===== src/rtl/adder_operand_serializer.sv =====
// -----------------------------------------------------------------------------
// adder_operand_serializer
//
// Upstream feeder for the serial adder. It takes a parallel operand pair over a
// valid/ready handshake, streams both operands MSB first on ina/inb with a
// start strobe on en_i, and then watches the adder's response window. The
// window opens on en_o and lasts RESULT_BITS cycles. A new pair is not taken
// until that window closes (done) or the adder never answers (timeout).
//
// Parameters
//   WIDTH       operand width in bits (>= 1)
//   RESULT_BITS length of the adder's response window, in cycles
//   TIMEOUT     max cycles spent waiting for en_o (>= 1)
//
// Ports
//   clk       in   clock, rising edge
//   rst_n     in   asynchronous active-low reset
//   in_valid  in   operand pair valid
//   in_ready  out  block can accept a pair (combinational from state)
//   in_a      in   operand A [WIDTH]
//   in_b      in   operand B [WIDTH]
//   en_i      out  to adder: start-of-transaction strobe (registered)
//   ina       out  to adder: serial A bit (registered)
//   inb       out  to adder: serial B bit (registered)
//   en_o      in   from adder: first result bit valid
//   done      out  one-cycle pulse, response window completed (registered)
//   timeout   out  one-cycle pulse, no en_o within TIMEOUT cycles (registered)
// -----------------------------------------------------------------------------
module adder_operand_serializer #(
  parameter int WIDTH       = 2,
  parameter int RESULT_BITS = WIDTH + 1,
  parameter int TIMEOUT     = 16
) (
  input  logic             clk,
  input  logic             rst_n,
  input  logic             in_valid,
  output logic             in_ready,
  input  logic [WIDTH-1:0] in_a,
  input  logic [WIDTH-1:0] in_b,
  output logic             en_i,
  output logic             ina,
  output logic             inb,
  input  logic             en_o,
  output logic             done,
  output logic             timeout
);

  localparam int BCW = $clog2(WIDTH + 1);
  localparam int WCW = $clog2(TIMEOUT + 1);
  localparam int RCW = $clog2(RESULT_BITS + 1);

  localparam logic [BCW-1:0] BIT_LOAD = BCW'(WIDTH);
  localparam logic [BCW-1:0] BIT_LAST = BCW'(1);
  localparam logic [WCW-1:0] WAIT_MAX = WCW'(TIMEOUT);
  localparam logic [RCW-1:0] RSP_LOAD = RCW'(RESULT_BITS - 1);

  typedef enum logic [1:0] {
    S_IDLE  = 2'd0,
    S_SHIFT = 2'd1,
    S_WAIT  = 2'd2,
    S_RSP   = 2'd3
  } state_t;

  state_t           state_q,    state_d;
  logic [WIDTH-1:0] sh_a_q,     sh_a_d;
  logic [WIDTH-1:0] sh_b_q,     sh_b_d;
  logic [BCW-1:0]   bit_cnt_q,  bit_cnt_d;
  logic [WCW-1:0]   wait_cnt_q, wait_cnt_d;
  logic [RCW-1:0]   rsp_cnt_q,  rsp_cnt_d;
  logic             en_i_q,     en_i_d;
  logic             ina_q,      ina_d;
  logic             inb_q,      inb_d;
  logic             done_q,     done_d;
  logic             timeout_q,  timeout_d;
  logic [WCW-1:0]   wait_inc_s;

  assign in_ready   = (state_q == S_IDLE);
  assign wait_inc_s = wait_cnt_q + WCW'(1);

  assign en_i    = en_i_q;
  assign ina     = ina_q;
  assign inb     = inb_q;
  assign done    = done_q;
  assign timeout = timeout_q;

  // Next-state and next-output logic. Serial outputs are computed one cycle
  // ahead so that the registered pins show bit WIDTH-1 during the first SHIFT
  // cycle; the shift registers therefore hold the not-yet-sent bits.
  always_comb begin
    state_d    = state_q;
    sh_a_d     = sh_a_q;
    sh_b_d     = sh_b_q;
    bit_cnt_d  = bit_cnt_q;
    wait_cnt_d = wait_cnt_q;
    rsp_cnt_d  = rsp_cnt_q;
    en_i_d     = 1'b0;
    ina_d      = 1'b0;
    inb_d      = 1'b0;
    done_d     = 1'b0;
    timeout_d  = 1'b0;

    case (state_q)
      S_IDLE: begin
        if (in_valid && in_ready) begin
          state_d   = S_SHIFT;
          en_i_d    = 1'b1;
          ina_d     = in_a[WIDTH-1];
          inb_d     = in_b[WIDTH-1];
          sh_a_d    = in_a << 1'b1;
          sh_b_d    = in_b << 1'b1;
          bit_cnt_d = BIT_LOAD;
        end else begin
          state_d = S_IDLE;
        end
      end

      S_SHIFT: begin
        bit_cnt_d = bit_cnt_q - BCW'(1);
        if (bit_cnt_q == BIT_LAST) begin
          // Last bit is on the pins now; lines go quiet next cycle.
          state_d    = S_WAIT;
          wait_cnt_d = '0;
        end else begin
          ina_d  = sh_a_q[WIDTH-1];
          inb_d  = sh_b_q[WIDTH-1];
          sh_a_d = sh_a_q << 1'b1;
          sh_b_d = sh_b_q << 1'b1;
        end
      end

      S_WAIT: begin
        // en_o has priority over an expiring wait count.
        if (en_o) begin
          state_d   = S_RSP;
          rsp_cnt_d = RSP_LOAD;
        end else if (wait_inc_s == WAIT_MAX) begin
          wait_cnt_d = wait_inc_s;
          timeout_d  = 1'b1;
          state_d    = S_IDLE;
        end else begin
          wait_cnt_d = wait_inc_s;
        end
      end

      S_RSP: begin
        if (rsp_cnt_q == '0) begin
          done_d  = 1'b1;
          state_d = S_IDLE;
        end else begin
          rsp_cnt_d = rsp_cnt_q - RCW'(1);
        end
      end

      default: begin
        state_d = S_IDLE;
      end
    endcase
  end

  // State, datapath and output registers.
  always_ff @(posedge clk or negedge rst_n) begin
    if (!rst_n) begin
      state_q    <= S_IDLE;
      sh_a_q     <= '0;
      sh_b_q     <= '0;
      bit_cnt_q  <= '0;
      wait_cnt_q <= '0;
      rsp_cnt_q  <= '0;
      en_i_q     <= 1'b0;
      ina_q      <= 1'b0;
      inb_q      <= 1'b0;
      done_q     <= 1'b0;
      timeout_q  <= 1'b0;
    end else begin
      state_q    <= state_d;
      sh_a_q     <= sh_a_d;
      sh_b_q     <= sh_b_d;
      bit_cnt_q  <= bit_cnt_d;
      wait_cnt_q <= wait_cnt_d;
      rsp_cnt_q  <= rsp_cnt_d;
      en_i_q     <= en_i_d;
      ina_q      <= ina_d;
      inb_q      <= inb_d;
      done_q     <= done_d;
      timeout_q  <= timeout_d;
    end
  end

endmodule


===== config.mk =====
export PLATFORM = sky130hd
export DESIGN_NAME = adder_operand_serializer
export DESIGN_NICKNAME = d
export VERILOG_FILES = /design/src/rtl/adder_operand_serializer.sv
export SDC_FILE = /design/constraint.sdc
export NUM_CORES = 1
export LEC_CHECK = 0
export ABC_AREA = 1
export BUFFER_PORTS_ARGS = -buffer_cell sky130_fd_sc_hd__buf_2
export CAP_MARGIN = 25
export CORE_MARGIN = 8
export CORE_UTILIZATION = 53
export CTS_CLUSTER_DIAMETER = 150
export DETAILED_ROUTE_END_ITERATION = 16
export GPL_TIMING_DRIVEN = 0
export PLACE_DENSITY = 0.76
export SLEW_MARGIN = 40
export SYNTH_ARGS = -nofsm -noshare
export SYNTH_HDL_FRONTEND = slang
export SYNTH_SLANG_ARGS = --single-unit

===== constraint.sdc =====
create_clock -name clk -period 1.41 [get_ports clk]
set_clock_uncertainty 0.05 [all_clocks]
set_input_delay 0.141 -clock clk [delete_from_list [all_inputs] [get_ports clk]]
set_output_delay 0.141 -clock clk [all_outputs]
set_load 0.01 [all_outputs]

==> metrics.md, run 1 <==
| Metric | Value |
|---|---|
| Synthesis Warnings | `0` |
| EDFF count, synth | `0` |
| I/O pins | `14` |
| Synthesized area per cell | `8.55 um2` |
| Hold Slack | `0.00866 ns` |
| DRC Markers | `0` |
| CTS sink cnt | `18` |
| Tmin final | `1.32 ns` |
| Synthesized area | `855 um2` |
| Status | `finished clean` |
| Dpl cells | `129` |
| Die width | `56.2 um` |
| Leakage power | `0.538 nW` |
| Drt wl/cell | `12.3 um` |
| Max Cap Violations | `0` |
| Crit Path Class | `reg2reg` |
| Ant diodes | `0` |
| Filler cells | `119` |
| Ratio of total power to cell area | `1880 nW/um2` |
| Worst Hold Class | `in2reg` |
| Crit path launch | `wait_cnt_q[1]` |
| Area Growth Syn to Fin | `20.2%` |
| Mapped Nets | `111` |
| Critical Path AT | `1.46 ns` |
| H-tree levels | `1` |
| Cells after synthesis | `100` |
| Vias | `702` |
| Non-Filler Instances | `136` |
| Layout cells sized above 1 | `0.283` |
| Placement Setup Slack | `0.0358 ns` |
| Detailed Place HPWL | `1200 um` |
| Root Driver | `clkbuf_4` |
| First-pass GRT wire length | `2920 um` |
| Total GRT Usage | `0.112` |
| Critical path endpoint | `state_q[1]` |
| Number of global-route vias before repair | `699` |
| Post-synth top cells | `nand2_1, dfrtp_1, inv_1, nand3_1, o21ai_0` |
| Final #Nets | `132` |
| Count of final hold-check violations | `0` |
| Fin util | `0.682` |
| R2r worst-path depth | `9` |
| Peak supply drop | `1.09 mV` |
| Register area share after synthesis | `0.527` |
| Post-synth top flop | `dfrtp_1` |
| Clock slew at reported path FFs | `0.10 ns` |
| Startpoint Class | `flop` |
| Row Count | `14` |
| Final worst slack | `0.0895 ns` |
| RePlAce Congestion | `0.789` |
| Pin count of the biggest net entering global routing | `19` |
| Post-synthesis register bit count | `18` |
| Number of antenna-violating nets in the routed design | `0` |
| Chip height | `56.2 um` |
| Die ar. | `3150 um2` |
| Via density per instance | `5.16` |
| RR Startpoint | `wait_cnt_q[1]` |
| Post-synth ARST share | `1.00` |
| Fin crit share | `0.937` |
| Core Area | `1510 um2` |
| Finish-stage setup viols | `0` |
| Worst Tran Pin Value | `0.397 ns` |
| Rel. slew slack | `0.735` |
| Remaining Overflow, GRT | `0` |
| Antenna violations before repair | `0` |
| CTS tree | `built` |
| Max Clk Rate | `0.757 GHz` |
| Inserted Clock Buffers | `3` |
| Hold path start | `in_b[0]` |
| Worst-skew pair later-pin latency | `0.29 ns` |
| Critical path fanouts, max | `4` |
| Most common cell in the synthesized netlist | `nand2_1` |
| Initial Util | `0.567` |
| Clock Path Buffers | `2` |
| Max Slew Vio Count | `0` |
| Netlist cell types | `18` |
| # port buffers | `13` |
| Drt first pass iters | `4` |
| Synth top area share | `0.527` |
| WL final | `1680 um` |
| Critical path required time | `1.55 ns` |
| Cell taking the most area after synthesis | `dfrtp_1` |
| Initial DRC Count | `7` |
| Slack of the worst reg-to-reg path | `0.09 ns` |
| Top cells by area, synth | `dfrtp_1, nand2_1, inv_1` |
| Crit end category | `flop` |
| Reg2Reg Capture Point | `state_q[1]` |
[kinds of logic (layout without fill, tap and decap cells)]
family                     after synthesis  after routing  synth area share
AOI/OAI and AO/OA                       13             13            0.0864
adders and majority gates                3              3            0.0439
buffers and inverters                   17             37            0.0747
DFF                                     18             18             0.527
and+or+nand+nor                         49             49             0.268
[layout make-up]
class	count	area, um2	area share
Clock buffer	4	36.3	0.0353
Multi-Input combinational cell	65	358	0.348
Sequential cell	18	454	0.442
Inverter	17	63.8	0.0621
Tap cell	16	20.0	0.0195
Timing Repair Buffer	16	95.1	0.0926
[metal layers]
layer | global-route usage | vias to the layer above | routed length, um
li1 | - | 358 | -
met1 | 0.120 | 329 | 695
met2 | 0.190 | 11 | 882
met3 | 0.0297 | 4 | 61
met4 | 0.0687 | 0 | 37
met5 | 0 | - | 0
[what timing repair did]
action | in CTS | in global routing
setup endpoints to repair | 0 | 4
resized for setup | 0 | 6
setup buffers | 0 | 0
hold buffers | 3 | 0
endpoints found under the hold margin | 20 | 0
[worst max-delay path: stages, from the launching register on]
cell and delay [ns]:
dfrtp_1 0.45, ha_4 0.19, nand3_1 0.08, nand2_1 0.05, nand2_1 0.07, nand3_1 0.07, nand2_1 0.10, nand2_2 0.05
nand2_1 0.05, nand2_1 0.05
[power by group]
part,internal (mW),switching [mW]
sequential,0.689,0.141
clock,0.157,0.162
combinational,0.305,0.478
total,1.15,0.780
[cell usage in the layout, fill, tap and decap left out]
master         instances
nand2_1               25
dfrtp_1               15
buf_2                 13
inv_1                 12
o21ai_0                8
nand3_1                8
nor2_1                 7
inv_2                  5
clkbuf_4               3
dlygate4sd3_1          3
dfrtp_2                3
nor2_4                 2
nand4_1                2
nand2_2                2
a21oi_1                2
ha_1                   2
or2_4                  1
nor2_2                 1
nand2_4                1
o22ai_1                1
a21oi_2                1
a41oi_1                1
ha_4                   1
clkbuf_8               1
[flip-flops by register name (all words and copies together), names as in the netlist]
name and cells:
timeout 1, wait_cnt_q 5, sh_a_q 1, ina 1
inb 1, en_i 1, state_q 2, bit_cnt_q 2
sh_b_q 1, done 1, rsp_cnt_q 2
[worst min path at each step]
| stage | end | slack, ns | depth (start not counted) |
|---|---|---|---|
| after global routing | sh_a_q[1] | 0.01 | 3 |
| after detailed placement | en_i | 0.04 | 1 |
| after global placement | en_i | 0.03 | 1 |
| after CTS | sh_a_q[1] | 0.003 | 3 |
| final | sh_b_q[1] | 0.009 | 3 |
| after floorplan | bit_cnt_q[0] | -0.20 | 0 |
[per-stage QoR]
stage	total power [mW]	cell area [um2]	TNS, ns
after CTS	1.89	1010	0
after global routing	2.10	1030	-0.00609
after detailed placement	1.56	940	0
after floorplan	1.36	855	0
final	1.93	1030	0
after global placement	1.51	940	0
Note: power is estimated with default switching activity, not from simulation.
==> run 2, diff against run 1 <==
--- a/config.mk
+++ b/config.mk
@@ -5,11 +5,10 @@
 export SDC_FILE = /design/constraint.sdc
 export NUM_CORES = 1
 export LEC_CHECK = 0
-export ABC_AREA = 1
 export BUFFER_PORTS_ARGS = -buffer_cell sky130_fd_sc_hd__buf_2
 export CAP_MARGIN = 25
 export CORE_MARGIN = 8
-export CORE_UTILIZATION = 53
+export CORE_UTILIZATION = 54
 export CTS_CLUSTER_DIAMETER = 150
 export DETAILED_ROUTE_END_ITERATION = 16
 export GPL_TIMING_DRIVEN = 0
==> run 2 against run 1 <==
Against the previous run:
- register-to-register slack is essentially flat
- non-clock buffer count grew 3
- power grew 6.6%
- global-route usage grew 1.6 points
- combinational power grew 29%
- sequential share of layout area shrank 3.5 points
- highest routed layer unchanged
- worst setup slack lost 0.038 ns
- worst hold slack gained 0.038 ns
- first-iteration DRC count grew to 2.9 times the previous value
- via count grew 11%
==> metrics.md, run 2 <==
| Metric | Value |
|---|---|
| Initial DRC Count | `20 (was 7)` |
| Final #Nets | `129 (was 132)` |
| Critical path required time | `1.22 ns (was 1.55 ns)` |
| Antenna violations before repair | `0 (unchanged)` |
| Power, Total | `2.06 mW (was 1.93 mW)` |
| Cells after synthesis | `98 (was 100)` |
| Number of global-route vias before repair | `777 (was 699)` |
| R2r worst-path depth | `5 (was 9)` |
| Reg2Reg Capture Point | `rsp_cnt_q[0] (was state_q[1])` |
| Root Driver | `clkbuf_4 (unchanged)` |
| Number of antenna-violating nets in the routed design | `0 (unchanged)` |
| Status | `finished clean (unchanged)` |
| Netlist cell types | `33 (was 18)` |
| Worst Hold Class | `in2reg (unchanged)` |
| Vias | `782 (was 702)` |
| Chip height | `58.3 um (was 56.2 um)` |
| Die ar. | `3400 um2 (was 3150 um2)` |
| Drt wl/cell | `13.7 um (was 12.3 um)` |
| Post-synthesis register bit count | `18 (unchanged)` |
| RSZ-0062 raised after global routing | `false` |
| Post-synth ARST share | `1.00 (unchanged)` |
| DRC Markers | `0 (unchanged)` |
| Setup Total Neg Slack | `0 ns (unchanged)` |
| Inserted Clock Buffers | `3 (unchanged)` |
| Fin util | `0.648 (was 0.682)` |
| CTS tree | `built (unchanged)` |
| Leakage power | `0.535 nW (was 0.538 nW)` |
| Remaining Overflow, GRT | `0 (unchanged)` |
| Filler cells | `150 (was 119)` |
| Slowest Stage Delay on Critical Path | `0.40 ns (was 0.45 ns)` |
| Drt first pass iters | `4 (unchanged)` |
| Hold endpoint | `inb (was sh_b_q[1])` |
| Post-synth top cells | `dfrtp_1, nand2_1, nor2_1, nor2b_1 (was nand2_1, dfrtp_1, inv_1, nand3_1, o21ai_0)` |
| Worst Tran Pin Value | `0.396 ns (was 0.397 ns)` |
| Max Cap Violations | `0 (unchanged)` |
| Placement Setup Slack | `0.0842 ns (was 0.0358 ns)` |
| Tmin final | `1.36 ns (was 1.32 ns)` |
| Top cells by area, synth | `dfrtp_1, nor2b_1, ha_1 (was dfrtp_1, nand2_1, inv_1)` |
| Hold Slack | `0.0465 ns (was 0.00866 ns)` |
| Via density per instance | `5.55 (was 5.16)` |
| Worst-skew pair later-pin latency | `0.30 ns (was 0.29 ns)` |
| Most frequent cells in the layout | `dfrtp_1, buf_2, nor2_1, nand2_1, nor2b_1 (was nand2_1, dfrtp_1, buf_2)` |
| Clock slew at reported path FFs | `0.09 ns (was 0.10 ns)` |
| Crit Path Class | `reg2out (was reg2reg)` |
| Ratio of total power to cell area | `1860 nW/um2 (was 1880 nW/um2)` |
| Register area share after synthesis | `0.466 (was 0.527)` |
| Core Area | `1710 um2 (was 1510 um2)` |
| RR Startpoint | `rsp_cnt_q[0] (was wait_cnt_q[1])` |
| Peak supply drop | `1.13 mV (was 1.09 mV)` |
| I/O pins | `14 (unchanged)` |
| Final worst slack | `0.0513 ns (was 0.0895 ns)` |
| Hold path start | `in_b[1] (was in_b[0])` |
| Synthesis Warnings | `0 (unchanged)` |
| Crit path cell chain | `buf_4, nor2_1, buf_2 (was ha_4, nand3_1, nand2_1, nand2_1, nand3_1, nand2_1, nand2_2, nand2_1, nand2_1)` |
| Pin count of the biggest net entering global routing | `19 (unchanged)` |
| Max Slew Vio Count | `0 (unchanged)` |
| CP bufs+invs | `2 (was 0)` |
| Slack of the worst reg-to-reg path | `0.08 ns (was 0.09 ns)` |
| Clock Path Buffers | `2 (unchanged)` |
| Most common cell in the synthesized netlist | `dfrtp_1 (was nand2_1)` |
| Detailed Place HPWL | `1380 um (was 1200 um)` |
| WHS Path Cells | `3 (unchanged)` |
| Finish-stage setup viols | `0 (unchanged)` |
| Post-synth top flop | `dfrtp_1 (unchanged)` |
| Critical path fanouts, max | `10 (was 4)` |
| Cell taking the most area after synthesis | `dfrtp_1 (unchanged)` |
| Crit path max-delay family | `flip-flops (was simple AND/OR/NAND/NOR gates)` |
| Initial Util | `0.566 (was 0.567)` |
| Count of final hold-check violations | `0 (unchanged)` |
| Crit end category | `primary output (was flop)` |
| Synthesized area per cell | `9.87 um2 (was 8.55 um2)` |
| CTS sink cnt | `18 (unchanged)` |
| Ant diodes | `0 (unchanged)` |
| Multi-input logic area | `469 um2 (was 358 um2)` |
| Crit path launch | `state_q[0] (was wait_cnt_q[1])` |
| Synth top area share | `0.466 (was 0.527)` |
| Total GRT Usage | `0.128 (was 0.112)` |
| Synthesized area | `967 um2 (was 855 um2)` |
| Fin crit share | `0.964 (was 0.937)` |
| Flip-flop and latch area | `450 um2 (was 454 um2)` |
| Max Clk Rate | `0.736 GHz (was 0.757 GHz)` |
| WL final | `1940 um (was 1680 um)` |
| Most common cell after layout, fill and taps aside | `dfrtp_1 (was nand2_1)` |
| Startpoint Class | `flop (unchanged)` |
| # port buffers | `13 (unchanged)` |
| Area Growth Syn to Fin | `14.4% (was 20.2%)` |
| CP max-delay cell | `dfrtp_1 (unchanged)` |
| EDFF count, synth | `0 (unchanged)` |
| Die width | `58.3 um (was 56.2 um)` |
| RePlAce Congestion | `0.845 (was 0.789)` |
| Rel. slew slack | `0.736 (was 0.735)` |
| Mapped Nets | `109 (was 111)` |
| Most flop-heavy register | `wait_cnt_q (unchanged)` |
| Layout cells sized above 1 | `0.233 (was 0.283)` |
| Max FFs per register | `5 (unchanged)` |
| H-tree levels | `1 (unchanged)` |
| First-pass GRT wire length | `3430 um (was 2920 um)` |
| Row Count | `15 (was 14)` |
| Critical Path AT | `1.17 ns (was 1.46 ns)` |
-- run 2: cell count changes after synthesis, sizes merged, moves of 4 or more --
cell and change:
nand3 -7, inv -12, nor2b +7, nand2 -19, buf +4, nand2b +5
-- run 2: worst register-to-register path: stages, from the launching register on --
cell and delay (ns):
dfrtp_1 0.42, inv_1 0.08, ha_2 0.20, nand2b_1 0.15
o21ai_0 0.09, a22o_1 0.23
-- run 2: stage by stage --
stage,instances,instance area [um2]
6_report,141,1110
5_1_grt,141,1110
4_1_cts,140,1100
3_5_place_dp,136,1060
3_3_place_gp,136,1060
2_1_floorplan,98,967
-- run 2: how the worst max path moves through the flow --
stage,endpoint,slack (ns),cells after the start
finish,in_ready,0.05,3
global route,rsp_cnt_q[0],0.004,5
global placement,rsp_cnt_q[0],0.11,5
CTS,in_ready,0.005,3
detailed placement,rsp_cnt_q[0],0.08,5
floorplan,rsp_cnt_q[0],0.19,5
-- run 2: kinds of logic (layout without fill, tap and decap cells) --
| logic type | Yosys count | after routing | synth area share |
|---|---|---|---|
| fa+ha+maj | 3 | 3 | 0.0388 |
| compound gates | 29 | 29 | 0.215 |
| flops | 18 | 18 | 0.466 |
| simple gates | 39 | 39 | 0.229 |
| buf+inv | 9 | 27 | 0.0517 |
-- run 2: where the power goes --
group | internal (mW) | leakage [nW] | switching [mW]
clock | 0.0995 | 0.0138 | 0.157
combinational | 0.466 | 0.289 | 0.544
sequential | 0.679 | 0.231 | 0.113
-- run 2: repair_timing --
action	CTS	global route
hold buffers	1	0
setup endpoints to repair	0	3
hold endpoints to repair	18	0
setup buffers	0	1
resized for setup	0	1
-- run 2: cell type report --
class | instances | share of cell area
multi-input combinational | 71 | 0.424
sequential | 18 | 0.407
timing repair buffer | 15 | 0.0747
buffer | 4 | 0.0283
tap | 25 | 0.0283
clock buffer | 3 | 0.0204
inverter | 5 | 0.0170
-- run 2: metal layers --
metal / share of wire / vias up / routed length (um) / global-route usage
li1: - / 386 / - / -
met1: 0.45 / 370 / 873 / 0.162
met2: 0.50 / 22 / 962 / 0.206
met3: 0.036 / 4 / 69 / 0.0196
met4: 0.016 / 0 / 30 / 0.0629
met5: 0 / - / 0 / 0
